## src/rtl/acx_cnt_window_ctrl.sv

```systemverilog
// Gated-measurement sequencer for one counter register: clear, count for N cycles, capture, optional repeat.
// Optional completed-window counter on o_run_count is enabled by defining ACX_CNT_WIN_RUN_COUNT_EN.
module acx_cnt_window_ctrl #(
  parameter int TGT_DATA_WIDTH = 32,
  parameter int WINDOW_WIDTH   = 32,
  parameter int CLR_CYCLES     = 2
) (
  input  logic                      i_clk,
  input  logic                      i_rst,
  input  logic                      i_start,
  input  logic                      i_stop,
  input  logic [WINDOW_WIDTH-1:0]   i_window_len,
  input  logic                      i_down,
  input  logic                      i_repeat,
  input  logic                      i_event,
  input  logic [TGT_DATA_WIDTH-1:0] i_cnt_value,
  output logic [TGT_DATA_WIDTH-1:0] o_cnt_control,
  output logic                      o_cnt_en,
  output logic                      o_busy,
  output logic                      o_done,
  output logic                      o_aborted,
  output logic [TGT_DATA_WIDTH-1:0] o_result,
  output logic [15:0]               o_run_count
);

  localparam logic [1:0] ST_IDLE    = 2'd0;
  localparam logic [1:0] ST_CLEAR   = 2'd1;
  localparam logic [1:0] ST_RUN     = 2'd2;
  localparam logic [1:0] ST_CAPTURE = 2'd3;

  localparam logic [3:0]              CLR_LOAD = 4'(CLR_CYCLES - 1);
  localparam logic [WINDOW_WIDTH-1:0] LEN_ONE  = WINDOW_WIDTH'(1);
  localparam logic [WINDOW_WIDTH-1:0] LEN_ZERO = {WINDOW_WIDTH{1'b0}};

  logic [1:0]                state_q, state_d;
  logic [WINDOW_WIDTH-1:0]   len_q, len_d;
  logic                      down_q, down_d;
  logic [3:0]                clr_timer_q, clr_timer_d;
  logic [WINDOW_WIDTH-1:0]   win_timer_q, win_timer_d;
  logic [TGT_DATA_WIDTH-1:0] control_q, control_d;
  logic                      busy_q, busy_d;
  logic                      done_q, done_d;
  logic                      aborted_q, aborted_d;
  logic [TGT_DATA_WIDTH-1:0] result_q, result_d;
  logic                      start_acc_s;

  // Next-state, operand latching and capture decisions
  always_comb begin
    state_d     = state_q;
    len_d       = len_q;
    down_d      = down_q;
    clr_timer_d = clr_timer_q;
    win_timer_d = win_timer_q;
    done_d      = 1'b0;
    aborted_d   = 1'b0;
    result_d    = result_q;
    start_acc_s = 1'b0;
    case (state_q)
      ST_IDLE: begin
        if (i_start && !i_stop) begin
          state_d     = ST_CLEAR;
          len_d       = (i_window_len == LEN_ZERO) ? LEN_ONE : i_window_len;
          down_d      = i_down;
          clr_timer_d = CLR_LOAD;
          start_acc_s = 1'b1;
        end else begin
          state_d = ST_IDLE;
        end
      end
      ST_CLEAR: begin
        if (i_stop) begin
          state_d   = ST_IDLE;
          aborted_d = 1'b1;
        end else if (clr_timer_q == 4'd0) begin
          state_d     = ST_RUN;
          win_timer_d = len_q - LEN_ONE;
        end else begin
          clr_timer_d = clr_timer_q - 4'd1;
        end
      end
      ST_RUN: begin
        if (i_stop) begin
          state_d   = ST_IDLE;
          aborted_d = 1'b1;
        end else if (win_timer_q == LEN_ZERO) begin
          state_d = ST_CAPTURE;
        end else begin
          win_timer_d = win_timer_q - LEN_ONE;
        end
      end
      ST_CAPTURE: begin
        // Stop outranks both capture and repeat
        if (i_stop) begin
          state_d   = ST_IDLE;
          aborted_d = 1'b1;
        end else begin
          result_d = i_cnt_value;
          done_d   = 1'b1;
          if (i_repeat) begin
            state_d     = ST_CLEAR;
            len_d       = (i_window_len == LEN_ZERO) ? LEN_ONE : i_window_len;
            down_d      = i_down;
            clr_timer_d = CLR_LOAD;
          end else begin
            state_d = ST_IDLE;
          end
        end
      end
      default: begin
        state_d = ST_IDLE;
      end
    endcase
  end

  // Control word decoded from the upcoming state so it is registered alongside it
  always_comb begin
    control_d = {TGT_DATA_WIDTH{1'b0}};
    busy_d    = (state_d != ST_IDLE);
    case (state_d)
      ST_CLEAR: begin
        control_d[0] = 1'b1;
        control_d[2] = down_d;
      end
      ST_RUN: begin
        control_d[1] = 1'b1;
        control_d[2] = down_d;
      end
      default: begin
        control_d = {TGT_DATA_WIDTH{1'b0}};
      end
    endcase
  end

  // State and output registers
  always_ff @(posedge i_clk) begin
    if (i_rst) begin
      state_q     <= ST_IDLE;
      len_q       <= LEN_ZERO;
      down_q      <= 1'b0;
      clr_timer_q <= 4'd0;
      win_timer_q <= LEN_ZERO;
      control_q   <= {TGT_DATA_WIDTH{1'b0}};
      busy_q      <= 1'b0;
      done_q      <= 1'b0;
      aborted_q   <= 1'b0;
      result_q    <= {TGT_DATA_WIDTH{1'b0}};
    end else begin
      state_q     <= state_d;
      len_q       <= len_d;
      down_q      <= down_d;
      clr_timer_q <= clr_timer_d;
      win_timer_q <= win_timer_d;
      control_q   <= control_d;
      busy_q      <= busy_d;
      done_q      <= done_d;
      aborted_q   <= aborted_d;
      result_q    <= result_d;
    end
  end

`ifdef ACX_CNT_WIN_RUN_COUNT_EN
  logic [15:0] run_count_q;

  // Completed-window counter, saturating, restarted by each accepted start
  always_ff @(posedge i_clk) begin
    if (i_rst) begin
      run_count_q <= 16'h0000;
    end else if (start_acc_s) begin
      run_count_q <= 16'h0000;
    end else if (done_d && (run_count_q != 16'hFFFF)) begin
      run_count_q <= run_count_q + 16'd1;
    end else begin
      run_count_q <= run_count_q;
    end
  end

  assign o_run_count = run_count_q;
`else
  assign o_run_count = 16'h0000;
`endif

  assign o_cnt_control = control_q;
  assign o_cnt_en      = (state_q == ST_RUN) & i_event;
  assign o_busy        = busy_q;
  assign o_done        = done_q;
  assign o_aborted     = aborted_q;
  assign o_result      = result_q;

endmodule

```

## config.mk

```make
export PLATFORM = sky130hd
export DESIGN_NAME = acx_cnt_window_ctrl
export DESIGN_NICKNAME = d
export VERILOG_FILES = /design/src/rtl/acx_cnt_window_ctrl.sv
export SDC_FILE = /design/constraint.sdc
export NUM_CORES = 1
export LEC_CHECK = 0
export CAP_MARGIN = 40
export CORE_UTILIZATION = 46
export CTS_BUF_LIST = sky130_fd_sc_hd__clkbuf_4
export DETAILED_ROUTE_END_ITERATION = 16
export GPL_ROUTABILITY_DRIVEN = 1
export PLACE_DENSITY = 0.9
export SLEW_MARGIN = 20
export SYNTH_ARGS = -nofsm -noshare
export SYNTH_HDL_FRONTEND = slang
export SYNTH_SLANG_ARGS = --single-unit
```

## constraint.sdc

```tcl
create_clock -name i_clk -period 3.75 [get_ports i_clk]
set_input_delay 0.75 -clock i_clk [delete_from_list [all_inputs] [get_ports i_clk]]
set_output_delay 0.75 -clock i_clk [all_outputs]
set_load 0.03 [all_outputs]
```

==> run_results.csv <==
group,metric,value,unit
outcome,outcome,"finished, final reports clean",
place,pre_cts_ws,0.368,ns
sta,worst_slew_pin_slew,0.715,ns
critical_path,setup.worst_path.end_class,"register",
logic_synthesis,synth_top_area_share,35.5,%
die,io_pins,155,
power_and_ir_drop,design_power_total,2.40,mW
layout,layout_common_cells,"154 x nand2_1, 112 x a21oi_1, 109 x dfxtp_1",
critical_path,max_stage_delay,0.44,ns
sta,max_freq,290,MHz
sta,finalSetupViolCount,0,
clock_network,numClockSinks,109,
clock_network,clk_latency,0.50,ns
routing,wl_per_cell,15.0,um
power_and_ir_drop,peakVddDrop,288,uV
logic_synthesis,synth_area_per_cell,7.66,sq um
power_and_ir_drop,p_comb_share,23.7,%
logic_synthesis,synth_cells,802,
clock_network,h-tree-depth,3,
logic_synthesis,synth_mux_area_share,2.32,%
hold_path,hold_path.class,"register to register",
critical_path,cp-start-kind,"register",
logic_synthesis,synth-compound-area-share,22.4,%
routing,first_pass_iters,5,
die,fp.coreArea,12800,sq um
grt,grt_usage,22.7,%
logic_synthesis,synth-async-reset-ratio,0,%
sta,holdWs,0.465,ns
layout,final_common_cell,"nand2_1",
critical_path,worstPathRequired,4.14,ns
die,die_h,118,um
clock_network,cts_tree,"built",
power_and_ir_drop,netSwitchingPower,0.826,mW
logic_synthesis,synth-adder-area-share,1.83,%
logic_synthesis,synth_xor_area_share,0.285,%
clock_network,ctsLongestPathBuffers,2,
sta,setup_tns,0,ns
routing,drc,0,
die,fp.dieW,118,um
logic_synthesis,yosysWarnings,0,
critical_path,path_buf_inv,2,
sta,rsz0062_at_grt,"no",
logic_synthesis,synth_area_leader_cell,"dfxtp_1",
place,place.port_buffers,109,
grt,grt_max_degree,46,
layout,drive_gt1_share,7.20,%
critical_path,crit_type,"register to register",
power_and_ir_drop,p_int,1.58,mW
layout,final_nets,964,
sta,final-max-slew-violation-count,0,
routing,finalWirelength,15900,um
sta,fin_crit,3.45,ns
grt,grt_pass1_vias,5563,
grt,grt-ovfl-total,0,
layout,final-seq-area,2180,sq um
logic_synthesis,syn-cell-area,6140,sq um
routing,antenna_left,0,
logic_synthesis,seq_area_frac_synth,35.5,%
logic_synthesis,synth_edf_count,0,
layout,syn2layout_area_growth,19.1,%
place,finalWeightedCongestion,0.934,
power_and_ir_drop,p_per_area,328,nW/um^2
sta,period_share,92.1,%
logic_synthesis,yosys.area_share.simple,27.0,%
layout,fill_cells,1158,
grt,antenna_found_initial,0,
layout,multi_input_area,3500,sq um
die,dieArea,13800,sq um
routing,drtIter0Drc,510,
logic_synthesis,synthTopCellsByArea,"dfxtp_1 36%, nand2_1 9.4%, a21oi_1 9.1%",
logic_synthesis,synth_seq_cells,109,
power_and_ir_drop,leakagePower,2.52,nW
critical_path,critPathMaxFanout,41,
routing,vias,6000,
sta,slew_headroom,52.3,%
place,dp_hpwl,11400,um
clock_network,cts_resized,0,
layout,fin_cells,1061,
die,num_rows,41,
critical_path,path_cells,"inv_1 -> ha_4 -> mux2i_1 -> ha_1 -> nor4bb_1 -> o22ai_1 -> nor3_4 -> buf_4 -> nand2_1 -> a221oi_1 -> o32ai_1",
critical_path,crit_arrival,3.84,ns
clock_network,numCtsBuffers,9,
clock_network,clk_pin_slew,0.18,ns
place,numPlacedInstances,1045,
routing,vias_per_cell,5.66,
critical_path,cp_slowest_cell,"ha_4",
grt,grt_pass1_wl,26100,um
clock_network,ctsHoldBuffers,0,
clock_network,root_buffer,"clkbuf_4",
clock_network,post-cts-setup-buffer-count,0,
sta,fin_skew,0.0285,ns
layout,diodes,0,
logic_synthesis,synth_top_family_by_area,"simple AND/OR/NAND/NOR gates",
logic_synthesis,synth_ff_type,"dfxtp_1",
die,start_util,47.9,%
flow_run,max_cap_violations,0,
power_and_ir_drop,switching_share,34.4,%
power_and_ir_drop,share_seq_of_total_power,51.9,%
power_and_ir_drop,power_frac_clock,24.5,%
critical_path,crit_family,"simple AND/OR/NAND/NOR gates",
sta,final-hold-violation-count,0,
logic_synthesis,synth.distinct_cells,75,
sta,layout_setup_ws,0.298,ns
==> Yosys cell counts, drive strengths merged (8+ instances only) <==
library cell  number
nand2            154
a21oi            113
dfxtp            109
buf               64
nor2              46
clkbuf            36
nor3              31
o21ai             25
nor4              24
inv               16
a31oi             13
mux2i             12
nor2b             12
ha                 9
o211ai             8
==> path summary, 6_finish.rpt <==
check / cells after the start / to / slack [ns] / start
setup / recovery: 11 / win_timer_q[24] / 0.30 / state_q[0]
setup reg to reg: 11 / win_timer_q[24] / 0.30 / state_q[0]
hold / removal: 2 / o_result[17] / 0.46 / o_result[17]
hold reg to reg: 2 / o_result[17] / 0.46 / o_result[17]
==> cell families after synthesis <==
group / after synthesis
adder cells (fa/ha/maj): 9
XOR/XNOR: 2
multiplexers: 14
other: 1
buffers and inverters: 116
AND/OR/NAND/NOR: 331
AO/OA/AOI/OAI: 220
flip-flops: 109
==> per-stage QoR <==
stage	area (sq um)	util [%]
2_1_floorplan	6310	-
3_3_place_gp	7170	55.9
3_5_place_dp	7180	56.0
4_1_cts	7320	57.1
5_1_grt	7320	57.1
6_report	7320	57.1
==> power groups by stage <==
stage          sequential (mW)  combinational (mW)  clock (mW)
2_1_floorplan             1.25               0.435           0
3_3_place_gp              1.27               0.546           0
3_5_place_dp              1.27               0.558           0
4_1_cts                   1.24               0.561       0.599
5_1_grt                   1.25               0.618       0.643
6_report                  1.25               0.568       0.588
==> area by class of cell <==
type                            count  area share [%]
Timing Repair Buffer              127            16.8
Clock buffer                        9           0.923
Multi-Input combinational cell    621            47.8
Tap cell                          172            2.94
Clock inverter                      7           0.940
Inverter                           16           0.820
Sequential cell                   109            29.8
==> registers in the layout, summed over array words and instances, names as in the netlist <==
name / flops
o_aborted: 1
down_q: 1
o_done: 1
state_q: 2
o_result: 32
clr_timer_q: 4
o_busy: 1
o_cnt_control: 3
len_q: 32
win_timer_q: 32
==> worst reg2reg max path: cells and delay by family (launching register included) <==
kind	cells	cell delay (ns)
AOI/OAI and AO/OA	3	0.80
adders and majority gates	2	0.68
and+or+nand+nor	3	0.80
DFF	1	0.37
buffers and inverters	2	0.36
muxes	1	0.31
==> routing by layer <==
| layer | routed length [um] | vias to the layer above | share of wire [%] | track usage (%) |
|---|---|---|---|---|
| met1 | 6550 | 2766 | 41 | 27.7 |
| met4 | 439 | 0 | 2.8 | 9.86 |
| li1 | - | 2927 | - | - |
| met2 | 7750 | 270 | 49 | 38.7 |
| met3 | 1130 | 37 | 7.1 | 4.36 |
| met5 | 0 | - | 0 | 0 |
No activity file was read; power rests on OpenSTA's default activity.
